==> config.mk <==
export PLATFORM = sky130hd
export DESIGN_NAME = jtframe_prot_lut
export DESIGN_NICKNAME = d
export VERILOG_FILES = /design/src/rtl/jtframe_prot_lut.sv
export SDC_FILE = /design/constraint.sdc
export NUM_CORES = 1
export LEC_CHECK = 0
export BUFFER_PORTS_ARGS = -buffer_cell sky130_fd_sc_hd__buf_4
export CAP_MARGIN = 5
export CORE_ASPECT_RATIO = 1.75
export CORE_MARGIN = 2
export CORE_UTILIZATION = 50
export DETAILED_ROUTE_END_ITERATION = 10
export PLACE_DENSITY = 0.68
export SYNTH_ARGS = -nofsm -noshare
export SYNTH_HDL_FRONTEND = slang
export SYNTH_SLANG_ARGS = --single-unit
==> constraint.sdc <==
create_clock -name clk -period 2.9 [get_ports clk]
set_input_delay 0.145 -clock clk [delete_from_list [all_inputs] [get_ports clk]]
set_output_delay 0.145 -clock clk [all_outputs]
set_load 0.05 [all_outputs]
==> src/rtl/jtframe_prot_lut.sv <==
// Downloadable challenge/response table for arcade copy-protection chips.
// A CPU write starts a linear scan; the lowest matching valid entry answers, else DEFAULT.
module jtframe_prot_lut #(
  parameter int            DW      = 8,
  parameter int            AW      = 5,
  parameter logic [DW-1:0] DEFAULT = '0
)(
  input  logic            clk,
  input  logic            rst_n,
  input  logic            cen,
  input  logic            cs,
  input  logic            wr_n,
  input  logic [DW-1:0]   din,
  output logic [DW-1:0]   dout,
  output logic            busy,
  output logic            hit,
  input  logic            prog_en,
  input  logic            prog_we,
  input  logic [AW-1:0]   prog_addr,
  input  logic [2*DW-1:0] prog_data,
  input  logic            prog_clr
);
  localparam int DEPTH = 2**AW;

  typedef enum logic { IDLE, SCAN } state_t;

  state_t             state_reg, state_next;
  logic [DW-1:0]      key_reg, key_next;
  logic [AW-1:0]      idx_reg, idx_next;
  logic [DW-1:0]      dout_reg, dout_next;
  logic               hit_reg, hit_next;
  logic               busy_reg, busy_next;

  logic [DEPTH-1:0]   valid;
  logic [DW-1:0]      keys [DEPTH];
  logic [DW-1:0]      vals [DEPTH];

  logic               cpu_wr;
  logic               entry_match;

  // Table storage: only the valid bits are reset; contents survive reset.
  always_ff @(posedge clk or negedge rst_n) begin
    if (!rst_n)                valid <= '0;
    else if (prog_clr)         valid <= '0;
    else if (prog_en && prog_we) valid[prog_addr] <= 1'b1;
  end

  always_ff @(posedge clk) begin
    if (prog_en && prog_we) begin
      keys[prog_addr] <= prog_data[2*DW-1:DW];
      vals[prog_addr] <= prog_data[DW-1:0];
    end
  end

  assign cpu_wr      = cs && !wr_n;
  assign entry_match = valid[idx_reg] && (keys[idx_reg] == key_reg);

  always_ff @(posedge clk or negedge rst_n) begin
    if (!rst_n) begin
      state_reg <= IDLE;
      key_reg   <= '0;
      idx_reg   <= '0;
      dout_reg  <= DEFAULT;
      hit_reg   <= 1'b0;
      busy_reg  <= 1'b0;
    end else begin
      state_reg <= state_next;
      key_reg   <= key_next;
      idx_reg   <= idx_next;
      dout_reg  <= dout_next;
      hit_reg   <= hit_next;
      busy_reg  <= busy_next;
    end
  end

  always_comb begin
    state_next = state_reg;
    key_next   = key_reg;
    idx_next   = idx_reg;
    dout_next  = dout_reg;
    hit_next   = hit_reg;
    busy_next  = busy_reg;
    // The programming window overrides everything, independent of cen.
    if (prog_en) begin
      state_next = IDLE;
      busy_next  = 1'b0;
    end else if (cen) begin
      case (state_reg)
        IDLE: begin
          if (cpu_wr) begin
            state_next = SCAN;
            key_next   = din;
            idx_next   = '0;
            busy_next  = 1'b1;
          end
        end
        SCAN: begin
          if (cpu_wr) begin
            key_next = din;
            idx_next = '0;
          end else if (entry_match) begin
            state_next = IDLE;
            dout_next  = vals[idx_reg];
            hit_next   = 1'b1;
            busy_next  = 1'b0;
          end else if (idx_reg == AW'(DEPTH-1)) begin
            state_next = IDLE;
            dout_next  = DEFAULT;
            hit_next   = 1'b0;
            busy_next  = 1'b0;
          end else begin
            idx_next = idx_reg + AW'(1);
          end
        end
        default: state_next = IDLE;
      endcase
    end
  end

  assign dout = dout_reg;
  assign hit  = hit_reg;
  assign busy = busy_reg;

endmodule

# Word level (Yosys, flattened, before mapping)
# Memory sizes are Yosys's and may differ from the RTL's.
# Cells that the tools add are included.
# word_totals
mem_bits_rw	512
ff_bits	56
word_cells	68
memories	2
# op_classes
n_addsub	1
muxes	31
n_reduce_logical	12
magnitude_cmp	3
n_bitwise	4
n_eq_ne	8
# memory_table
name	words	word_bits	rd	rd_clocked_by_memory_dff	write_ports	line_no	rtl
keys	32	8	1	0	1	35	logic [DW-1:0] keys [DEPTH];
vals	32	8	1	0	1	36	logic [DW-1:0] vals [DEPTH];
# op_table
op	count
$mux W32	2
$or A32 B32 Y32	1
$mux W8	3
$mux W5	4
$mux W1	17
$lt A5 B6 Y1 const B	2
$ne A3 B3 Y1 const B	4
$pmux W5 S2	1
$reduce_and A5 Y1	2
$eq A8 B8 Y1	1
$reduce_bool A2 Y1	3
$add A5 B1 Y5 const B	1
$bmux W1 S5	1
$demux W1 S5	1
$eq A5 B5 Y1 const B	1
$ge A5 B1 Y1 const B	1
$logic_and A1 B1 Y1	4
$ne A4 B2 Y1 const B	1
$pmux W1 S2	2
$reduce_and A4 Y1	1
$not A1 Y1	3
$reduce_and A3 Y1	1
$ne A2 B2 Y1 const B	1
$logic_not A1 Y1	1

# Depth between registers and ports, before layout
# Gate-level depths: netlist of the first run.
# depth
word_depth	8
depth_mapped	14
ltp_nobuf	9

# Least setup slack after synthesis of the first run
# No wires, ideal clock.
# synth_path
path_type	flip-flop to flip-flop
start	register idx_reg[0]
end	register dout_reg[0], in the netlist dout[0]
path_stages_with_launch	11
arrival_ns	2.850
setup_slack_ns	-0.076
path_buffers	6
synth_period_minus_slack_ns	2.976
cell_sequence	dfrtp_1 > buf_6 > buf_6 > buf_4 > buf_2 > buf_2 > buf_2 > mux4_2 > mux4_2 > mux2i_1 > mux2i_1
# synth_via
elab_chain_cells	5
# synth_rtl
element	line_no	rtl
start, declared	29	logic [AW-1:0] idx_reg, idx_next;
start signal, assigned	69	idx_reg <= idx_next;
$mem_v2 Z32 W8 / $bmux W1 S5 (equally long branches)	-	
$eq A8 B8 Y1 / $mux W1 (equally long branches)	56	assign entry_match = valid[idx_reg] && (keys[idx_reg] == key_reg);
$logic_and A1 B1 Y1	56	
$reduce_bool A2 Y1 (no line)	-	
$reduce_and A5 Y1 (no line)	-	
end signal, assigned	70	dout_reg <= dout_next;
end, declared	30	logic [DW-1:0] dout_reg, dout_next;
# Parallel ways exist; a longest one is shown, timed or not. The select of a mux whose other input is x is not followed.
# A chain may end at the register's enable or synchronous reset.

# Worst setup path after layout of the first run
# layout_path
start	register idx_reg[0]
end	register idx_reg[3]
# layout_via
elab_chain_cells	5
# layout_rtl
element	line_no
$mem_v2 Z32 W8, or another cell as far along	-
$eq A8 B8 Y1, or another cell as far along	56
$logic_and A1 B1 Y1 / $mux W5 (equally long branches)	56, 101
$ne A3 B3 Y1 (no line) / $mux W5 (equally long branches)	-
$reduce_and A5 Y1 (no line) / $pmux W5 S2 (equally long branches)	-
# Parallel ways exist; a longest one is shown, timed or not. The select of a mux whose other input is x is not followed.

==> results of run 1 <==
-- worst max-delay path: cells and delay by family, from the launching register on --
kind,cells,cell delay (ns)
flops,1,0.48
simple gates,4,0.97
buf+inv,2,0.27
mux,1,0.50
compound gates,4,0.83
-- worst min path at each step --
stage                     start                    end  slack (ns)  depth (start not counted)
after global placement    rst_n    dout[5]$_DFFE_PN0P_        0.25                          1
after floorplan           rst_n       busy$_DFFE_PN0P_       -0.15                          0
after global routing         cs  state_reg$_DFFE_PN0N_        0.19                          4
after detailed placement  rst_n    dout[5]$_DFFE_PN0P_        0.26                          1
final                        cs  state_reg$_DFFE_PN0N_        0.11                          4
after CTS                    cs  state_reg$_DFFE_PN0N_        0.08                          4
-- cell usage after synthesis, types with 4 or more instances --
cell type,n,area share
dfrtp_1,56,0.063
nor2b_1,7,0.0020
buf_6,5,0.0025
buf_2,13,0.0029
o21ai_0,7,0.0016
nand3_1,10,0.0022
inv_1,5,0.00084
o221ai_1,4,0.0016
mux2i_1,59,0.026
mux2_2,5,0.0025
buf_8,4,0.0027
buf_1,4,0.00067
edfxtp_1,512,0.69
o22ai_1,10,0.0028
mux4_1,12,0.014
nor2_1,106,0.018
nand3b_1,4,0.0013
mux4_2,124,0.12
a22oi_1,5,0.0017
buf_4,4,0.0013
a211o_1,6,0.0024
and2_1,8,0.0022
a21oi_1,8,0.0018
nand2_1,48,0.0081
nand4_1,4,0.0011
nor3_1,7,0.0016
clkbuf_1,21,0.0035
or3_1,5,0.0014
-- power breakdown --
| part | internal (W) | switching (W) | total [W] |
|---|---|---|---|
| logic | 0.000230 | 0.000325 | 0.000555 |
| registers | 0.00899 | 0.0000423 | 0.00904 |
| clock network | 0.00376 | 0.00284 | 0.00659 |
-- layer usage --
metal / vias to the layer above / part of all wire / wire (microns)
met3: 119 / 0.056 / 3080
met5: - / 0.00065 / 36
li1: 4867 / - / -
met4: 6 / 0.041 / 2290
met1: 6088 / 0.35 / 19400
met2: 428 / 0.55 / 30500
-- cells in the final DEF (no fill, tap or decap), types with 5 or more instances in the layout --
master	Yosys	routed
clkbuf_1	21	9
buf_8	4	6
and2_1	8	7
bufinv_16	0	6
or3_1	5	5
edfxtp_1	512	512
clkinv_2	0	11
dlygate4sd3_1	0	29
o22ai_1	10	6
buf_12	2	13
nor2b_1	7	6
a21oi_1	8	7
mux4_2	124	131
clkinv_1	0	6
nand2_1	48	48
nor3_1	7	5
a22oi_1	5	5
clkbuf_16	0	51
buf_4	4	152
a211o_1	6	6
inv_1	5	5
mux4_1	12	5
mux2i_1	59	55
nor2_2	1	33
nor2_1	106	73
dfrtp_1	56	52
nand3_1	10	8
o21ai_0	7	6
-- final cells by class --
cell class / instances / area [sq um] / area share
Sequential cell: 568 / 16800 / 0.636
Multi-Input combinational cell: 476 / 5430 / 0.206
Timing Repair Buffer: 203 / 1820 / 0.0688
Clock buffer: 60 / 1310 / 0.0496
Tap cell: 572 / 716 / 0.0271
Clock inverter: 29 / 307 / 0.0116
Inverter: 6 / 22.5 / 0.000853
Antenna cell: 1 / 2.50 / 0.0000948
-- through the flow --
| stage | TNS, ns | power [W] | setup slack (ns) | cell area, sq um | util |
|---|---|---|---|---|---|
| 2_1_floorplan | 0 | 0.00943 | 0.0103 | 22400 | - |
| 3_3_place_gp | -3.55 | 0.00969 | -0.277 | 24200 | 0.547 |
| 3_5_place_dp | -4.27 | 0.00971 | -0.344 | 24200 | 0.547 |
| 4_1_cts | -2.26 | 0.0163 | -0.186 | 26300 | 0.595 |
| 5_1_grt | -4.09 | 0.0166 | -0.356 | 26400 | 0.598 |
| 6_report | -2.24 | 0.0162 | -0.258 | 26400 | 0.598 |
-- cells by family after synthesis --
family / count (synthesis) / synth area share
adder cells (fa/ha/maj): 2 / 0.00112
flip-flops: 568 / 0.751
AND/OR/NAND/NOR: 211 / 0.0429
AO/OA/AOI/OAI: 54 / 0.0179
XOR/XNOR: 6 / 0.00235
multiplexers: 201 / 0.169
buffers and inverters: 59 / 0.0165
-- what timing repair did --
| action | CTS | global route |
|---|---|---|
| endpoints found under the setup margin | 16 | 16 |
| resized for setup | 28 | 23 |
| buffers inserted | 9 | 2 |
| endpoints found under the hold margin | 587 | 0 |
| pin swaps | 9 | 12 |
| cloned | 1 | 1 |
| hold buffers | 29 | 0 |
==> impl_metrics.json, run 1 <==
{
  "status": "complete, but fails checks",
  "violations": "setup timing",
  "routedWlPerCell_microns": 28.9,
  "gp_congestion": 0.847,
  "worstPathRequired_ns": 3.38,
  "post-place-cells": 1783,
  "cts_tree": "done",
  "worst_hold_slack_ns": 0.108,
  "r2r_slack_ns": -0.26,
  "grt_use_total": 0.244,
  "h-tree-depth": 2,
  "timing.rr.end": "idx_reg[3]$_DFFE_PN0P_",
  "avgSynthCellArea_sq_um": 20.3,
  "final_cells": 1915,
  "yosysWarnings": 0,
  "setup_viol": 16,
  "drtIter0Drc": 990,
  "die_h_microns": 284,
  "met3_usage": 0.0355,
  "clock_latency_ns": 0.57,
  "synthArstFlopShare": 0.0986,
  "cpMostUsedCell": "buf_12",
  "worst_pin_slew_ns": 0.752,
  "overflow": 0,
  "grt_pass1_vias": 12064,
  "syn_nets": 1140,
  "syn_to_final_growth_pct": 18.1,
  "start_kind": "flip-flop",
  "cts_made_buffers": 49,
  "powerDensity_mw_per_mm2": 613,
  "cellLeakagePower_nw": 8.71,
  "reg2regPathDepth": 11,
  "grt_pass1_wl_microns": 79900,
  "r2r-start": "idx_reg[0]$_DFFE_PN0P_",
  "core-area_sq_mm": 0.0442,
  "ys_seq_elements": 568,
  "drtPass1Iterations": 5,
  "gr-usage-met2": 0.441,
  "initial_core_util": 0.506,
  "endpoint_kind": "flip-flop",
  "rsz0062_at_grt": "true",
  "syn-cell-area_sq_mm": 0.0223,
  "final_antenna_net_count": 0,
  "route.vias.total": 11508,
  "crit_path_max_incr_delay_ns": 0.50,
  "cts_sinks": 568,
  "io_buffers": 46,
  "criticalPathCategory": "flip-flop to flip-flop",
  "critPathArrivalTime_ns": 3.64,
  "crit_start": "idx_reg[0]$_DFFE_PN0P_",
  "io_pins": 47,
  "grt_max_degree": 57,
  "dieArea_sq_mm": 0.0465,
  "synth-edff-count": 512,
  "nFillCells": 3218,
  "drive_above_1_share": 0.339,
  "path_clk_slew_ns": 0.07,
  "crit_end": "idx_reg[3]$_DFFE_PN0P_",
  "antenna_found_initial": 4,
  "hpwl_microns": 36000,
  "ys.flop_type": "edfxtp_1",
  "hold_viol_final": 0,
  "clockBufferDepth": 3,
  "slew_viol_final": 0,
  "wirelength_microns": 55300,
  "synthCells": 1101,
  "maxSlewHeadroom": 0.499,
  "synth_seq_area_share": 0.751,
  "nets": 1343,
  "placementRows": 102,
  "vdd_drop_max_v": 0.000526,
  "period_minus_slack_ns": 3.16,
  "fmax_ghz": 0.317,
  "synth_cell_types": 53,
  "finalCritPeriodShare": 1.09,
  "hold_path_class": "input pin to flip-flop",
  "worstPathCellList": "buf_12 -> buf_12 -> mux4_2 -> and2_1 -> a211o_1 -> a21o_1 -> and4b_2 -> nand4_4 -> o211ai_4 -> or3_1 -> a21oi_1",
  "finClkSkew_ns": 0.0191,
  "critPathSlowestCell": "mux4_2",
  "grtUsageMet1": 0.289,
  "vias_per_cell": 6.01,
  "busiest_layer": "met2",
  "drc": 0,
  "worstPathMaxFanout": 13,
  "drv_cap": 0,
  "setup_slack_ns": -0.258,
  "die_w_microns": 164,
  "reg_top3": "keys: 256 flops, vals: 256 flops, valid: 32 flops",
  "clockRootBuffer": "clkbuf_16"
}
Note: power is estimated with default switching activity, not from simulation.
==> run 2, diff against run 1 <==
--- a/config.mk
+++ b/config.mk
@@ -10,6 +10,7 @@
 export CORE_ASPECT_RATIO = 1.75
 export CORE_MARGIN = 2
 export CORE_UTILIZATION = 50
+export CTS_BUF_LIST = sky130_fd_sc_hd__clkbuf_16
 export DETAILED_ROUTE_END_ITERATION = 10
 export PLACE_DENSITY = 0.68
 export SYNTH_ARGS = -nofsm -noshare
==> constraint.sdc (replaced) <==
create_clock -name clk -period 2.53 [get_ports clk]
set_input_delay 0.1265 -clock clk [delete_from_list [all_inputs] [get_ports clk]]
set_output_delay 0.1265 -clock clk [all_outputs]
set_load 0.05 [all_outputs]
==> run 2 against run 1 <==
Against the previous run:
- the run still ends with setup timing left
- utilization shrank 0.34 points
- global-route usage decreased by 0.18 points
- critical path depth unchanged
- die area did not move
- cell area decreased by 0.56%
- critical path type unchanged
- critical endpoint is now dout[6]$_DFFE_PN0P_
==> impl_metrics.json, run 2 (same netlist as run 1, synthesis figures left out) <==
{
  "worst_hold_slack_ns": 0.0186,
  "hold_path_class": "input pin to flip-flop",
  "endpoint_kind": "flip-flop",
  "clockBufferDepth": 3,
  "maxSlewHeadroom": 0.488,
  "reg_top3": "keys: 256 flops, vals: 256 flops, valid: 32 flops",
  "cts_made_buffers": 47,
  "setup_slack_ns": -0.584,
  "final_antenna_net_count": 0,
  "worstPathRequired_ns": 3.02,
  "worstPathMaxFanout": 7,
  "grt_max_degree": 57,
  "critPathSlowestCell": "mux4_2",
  "syn_to_final_growth_pct": 17.4,
  "drv_cap": 0,
  "wirelength_microns": 54700,
  "p_int_w": 0.0145,
  "pwr-share-clk": 0.394,
  "clockRootBuffer": "clkbuf_16",
  "drive_above_1_share": 0.322,
  "overflow": 0,
  "mostFrequentLayoutCell": "edfxtp_1",
  "finClkSkew_ns": 0.0138,
  "grt_pass1_vias": 12019,
  "criticalPathCategory": "flip-flop to flip-flop",
  "powerDensity_mw_per_mm2": 690,
  "drtIter0Drc": 1023,
  "initial_core_util": 0.506,
  "violations": "setup timing",
  "io_pins": 47,
  "p_sw_w": 0.00365,
  "grt_pass1_wl_microns": 79500,
  "routedWlPerCell_microns": 28.6,
  "worst_pin_slew_ns": 0.768,
  "setup_viol": 16,
  "drc": 0,
  "drtPass1Iterations": 5,
  "diodes": 0,
  "path_buf_inv": 3,
  "crit_family": "multiplexers",
  "worstPathCellList": "buf_12 -> buf_12 -> mux4_2 -> mux4_2 -> mux2i_1 -> buf_4 -> xor2_2 -> nand4_4 -> nor2_4 -> and3_4 -> mux2i_1",
  "finalCritPeriodShare": 1.23,
  "route.vias.total": 11499,
  "cts_tree": "done",
  "switching_share": 0.201,
  "rsz0062_at_grt": "true",
  "antenna_found_initial": 0,
  "p_comb_frac": 0.035,
  "crit_path_max_incr_delay_ns": 0.51,
  "dieArea_sq_mm": 0.0465,
  "nets": 1345,
  "dpl_worst_slack_ns": -0.726,
  "io_buffers": 46,
  "p_seq_frac": 0.571,
  "period_minus_slack_ns": 3.11,
  "slew_viol_final": 0,
  "core-area_sq_mm": 0.0442,
  "die_w_microns": 164,
  "cellLeakagePower_nw": 8.72,
  "vias_per_cell": 6.00,
  "vdd_drop_max_v": 0.000582,
  "hold_viol_final": 0,
  "path_clk_slew_ns": 0.07,
  "grt_use_total": 0.242,
  "clock_latency_ns": 0.57,
  "critPathArrivalTime_ns": 3.61,
  "hpwl_microns": 35700,
  "start_kind": "flip-flop",
  "die_h_microns": 284,
  "cts_sinks": 568,
  "fmax_ghz": 0.321,
  "placementRows": 102,
  "mostFrequentLayoutCells": "edfxtp_1 (512), buf_4 (157), mux4_2 (125)",
  "h-tree-depth": 2,
  "status": "complete, but fails checks",
  "gp_congestion": 0.831
}
-- run 2: metal layers --
metal / share of wire / wire, microns / track usage / vias to the layer above
li1: - / - / - / 4887
met3: 0.056 / 3060 / 0.0288 / 146
met2: 0.54 / 29500 / 0.428 / 452
met5: 0 / 0 / 0 / -
met4: 0.059 / 3220 / 0.126 / 0
met1: 0.35 / 19000 / 0.287 / 6014
-- run 2: per-stage QoR --
step | power, W | setup TNS (ns) | util | instances | area, sq um
after floorplan | 0.0108 | -2.72 | - | 1101 | 22400
after global placement | 0.0111 | -9.72 | 0.550 | 1794 | 24300
after detailed placement | 0.0111 | -10.49 | 0.550 | 1794 | 24300
after CTS | 0.0182 | -8.83 | 0.592 | 1911 | 26100
after global routing | 0.0186 | -9.77 | 0.594 | 1915 | 26200
final | 0.0181 | -8.49 | 0.594 | 1915 | 26200
-- run 2: path summary, 6_finish.rpt --
| kind | from | endpoint | slack (ns) | cells past startpoint |
|---|---|---|---|---|
| worst min register to register | valid[2]$_DFFE_PN0P_ | valid[2]$_DFFE_PN0P_ | 0.49 | 2 |
| worst min-delay path | cs | busy$_DFFE_PN0P_ | 0.02 | 4 |
| min in group asynchronous | rst_n | dout[6]$_DFFE_PN0P_ | 0.16 | 2 |
| worst max register to register | idx_reg[1]$_DFFE_PN0P_ | dout[6]$_DFFE_PN0P_ | -0.58 | 11 |
| worst max-delay path | idx_reg[1]$_DFFE_PN0P_ | dout[6]$_DFFE_PN0P_ | -0.58 | 11 |
| max in group asynchronous | rst_n | idx_reg[1]$_DFFE_PN0P_ | 1.75 | 2 |
-- run 2: power by group through the flow --
stage / clock network [W] / registers [W] / logic (W)
finish: 0.00713 / 0.0104 / 0.000630
global route: 0.00762 / 0.0104 / 0.000674
CTS: 0.00726 / 0.0104 / 0.000627
detailed placement: 0 / 0.0106 / 0.000578
global placement: 0 / 0.0106 / 0.000561
floorplan: 0 / 0.0105 / 0.000269
-- run 2: worst min-delay path, delay by kind of cell --
family                 cells  cell delay [ns]
AND/OR/NAND/NOR            2             0.22
AO/OA/AOI/OAI              1             0.13
buffers and inverters      1             0.08
-- run 2: area by class of cell --
type	count	area (sq um)
Clock buffer	49	1230
Clock inverter	37	273
Fill cell	3256	17900
Inverter	6	22.5
Multi-Input combinational cell	475	5370
Sequential cell	568	16800
Tap cell	572	716
Timing Repair Buffer	208	1850
-- run 2: timing repair --
item	CTS	global route
cloned	1	1
hold endpoints to repair	610	0
hold buffers	28	0
endpoints found under the setup margin	16	16
setup buffers	2	3
resized for setup	10	17
pin swaps	5	11
==> run 3, diff against run 2 <==
--- a/config.mk
+++ b/config.mk
@@ -9,10 +9,10 @@
 export CAP_MARGIN = 5
 export CORE_ASPECT_RATIO = 1.75
 export CORE_MARGIN = 2
-export CORE_UTILIZATION = 50
+export CORE_UTILIZATION = 56
 export CTS_BUF_LIST = sky130_fd_sc_hd__clkbuf_16
 export DETAILED_ROUTE_END_ITERATION = 10
-export PLACE_DENSITY = 0.68
+export PLACE_DENSITY = 0.75
 export SYNTH_ARGS = -nofsm -noshare
 export SYNTH_HDL_FRONTEND = slang
 export SYNTH_SLANG_ARGS = --single-unit
==> run 3 against run 2 <==
Against the previous run:
- the flow still finishes with violations (setup timing)
- sequential share of layout area decreased by 0.076 points
- clock-buffer cell count unchanged
- clock skew grew 0.016 ns
- critical path type unchanged
- critical path depth is 1 lower
- register-to-register slack lost 0.05 ns
- worst hold slack gained 0.11 ns
- clock power decreased by 3.8%
- cell area rose by 0.12%
- cell count fell by 3.9%
- sequential power hardly changed
==> impl_metrics.json, run 3 (same netlist as run 1, synthesis figures left out) <==
{
  "status": "complete, but fails checks",
  "violations": "setup timing",
  "worst_pin_slew_ns": 0.753,
  "cts_tree": "done",
  "gp_congestion": 0.828,
  "setup_viol": 16,
  "clockRootBuffer": "clkbuf_16",
  "vdd_drop_max_v": 0.000616,
  "final_antenna_net_count": 0,
  "io_pins": 47,
  "period_minus_slack_ns": 3.17,
  "drv_cap": 0,
  "nets": 1351,
  "powerDensity_mw_per_mm2": 681,
  "hold_path_class": "input pin to flip-flop",
  "io_buffers": 46,
  "clockBufferDepth": 3,
  "drtPass1Iterations": 5,
  "setup_slack_ns": -0.636,
  "antenna_found_initial": 0,
  "nFillCells": 2404,
  "clock_latency_ns": 0.58,
  "slew_viol_final": 0,
  "dieArea_sq_mm": 0.0416,
  "route.vias.total": 11751,
  "syn_to_final_growth_pct": 17.6,
  "placementRows": 96,
  "multi_input_area_sq_mm": 0.00542,
  "min_to": "state_reg$_DFFE_PN0N_",
  "timing.rr.end": "idx_reg[3]$_DFFE_PN0P_",
  "cts_sinks": 568,
  "critPathArrivalTime_ns": 3.66,
  "fmax_ghz": 0.316,
  "rsz0062_at_grt": "true",
  "finClkSkew_ns": 0.0299,
  "worst_hold_slack_ns": 0.134,
  "hold_viol_final": 0,
  "reg_top3": "keys: 256 flops, vals: 256 flops, valid: 32 flops",
  "cts_made_buffers": 46,
  "seq_area_sq_mm": 0.0168,
  "die_w_microns": 155,
  "post-place-cells": 1705,
  "diodes": 0,
  "path_clk_slew_ns": 0.08,
  "wirelength_microns": 54700,
  "mostFrequentLayoutCell": "edfxtp_1",
  "routedWlPerCell_microns": 29.8,
  "drc": 0,
  "mostFrequentLayoutCells": "edfxtp_1 (512), buf_4 (161), mux4_2 (132)",
  "maxSlewHeadroom": 0.498,
  "cellLeakagePower_nw": 8.77,
  "r2r-start": "idx_reg[0]$_DFFE_PN0P_",
  "hpwl_microns": 33800,
  "holdCritStartpoint": "cs",
  "die_h_microns": 268,
  "core-area_sq_mm": 0.0393,
  "grt_pass1_vias": 12324,
  "vias_per_cell": 6.39,
  "initial_core_util": 0.569,
  "start_kind": "flip-flop",
  "final_cells": 1840,
  "reg2regPathDepth": 10,
  "overflow": 0,
  "criticalPathCategory": "flip-flop to flip-flop",
  "worstPathMaxFanout": 8,
  "worstPathRequired_ns": 3.03,
  "endpoint_kind": "flip-flop",
  "hold_path_depth": 4,
  "h-tree-depth": 2,
  "r2r_slack_ns": -0.64,
  "drtIter0Drc": 1239,
  "grt_pass1_wl_microns": 79000,
  "grt_max_degree": 57,
  "drive_above_1_share": 0.339,
  "finalCritPeriodShare": 1.25,
  "grt_use_total": 0.269
}
[run 3: worst max path at each step]
| stage | cells after the start | end | start | slack, ns |
|---|---|---|---|---|
| detailed placement | 9 | dout[2]$_DFFE_PN0P_ | idx_reg[1]$_DFFE_PN0P_ | -0.70 |
| floorplan | 11 | dout[0]$_DFFE_PN0P_ | idx_reg[1]$_DFFE_PN0P_ | -0.24 |
| global placement | 12 | idx_reg[3]$_DFFE_PN0P_ | idx_reg[1]$_DFFE_PN0P_ | -0.60 |
| finish | 10 | idx_reg[3]$_DFFE_PN0P_ | idx_reg[0]$_DFFE_PN0P_ | -0.64 |
| global route | 10 | idx_reg[3]$_DFFE_PN0P_ | idx_reg[0]$_DFFE_PN0P_ | -0.71 |
| CTS | 11 | idx_reg[3]$_DFFE_PN0P_ | idx_reg[1]$_DFFE_PN0P_ | -0.59 |
[run 3: critical path, cell delays in order (launching register included)]
cell	delay (ns)
dfrtp_4	0.53
clkbuf_16	0.19
mux4_1	0.57
a2bb2oi_1	0.16
a211o_1	0.35
a21o_1	0.17
and4b_2	0.27
nand4_4	0.13
o211ai_4	0.15
or3_4	0.42
a21oi_2	0.15
[run 3: cell type report]
cell class	count	area share
Timing Repair Buffer	215	0.0755
Multi-Input combinational cell	475	0.206
Tap cell	490	0.0233
Clock inverter	37	0.00833
Clock buffer	49	0.0467
Inverter	6	0.000857
Sequential cell	568	0.639
[run 3: metal layers]
layer / track usage / wire (microns)
met5: 0 / 0
met3: 0.0361 / 3560
met2: 0.497 / 30200
met4: 0.136 / 3020
met1: 0.305 / 18000
[run 3: repair_timing]
action,CTS,global route
gates resized for setup,33,22
endpoints found under the setup margin,16,16
endpoints found under the hold margin,610,0
hold buffers,29,0
pin swaps,8,9
buffers inserted,3,11
cloned,3,3
[run 3: per-stage QoR]
step	instance area [sq um]	TNS [ns]	power [W]	setup slack, ns	utilization
finish	26300	-9.10	0.0179	-0.636	0.669
global route	26300	-10.38	0.0183	-0.708	0.669
CTS	26000	-8.31	0.0179	-0.593	0.662
detailed placement	24100	-10.11	0.0111	-0.696	0.613
global placement	24100	-8.82	0.0111	-0.598	0.613
floorplan	22400	-2.72	0.0108	-0.236	-
[run 3: power by group]
| group | leakage, nW | switching, W | internal, W |
|---|---|---|---|
| logic | 2.64 | 0.000380 | 0.000277 |
| clock network | 0.757 | 0.00315 | 0.00371 |
| registers | 5.37 | 0.0000591 | 0.0103 |
| total | 8.77 | 0.00359 | 0.0143 |
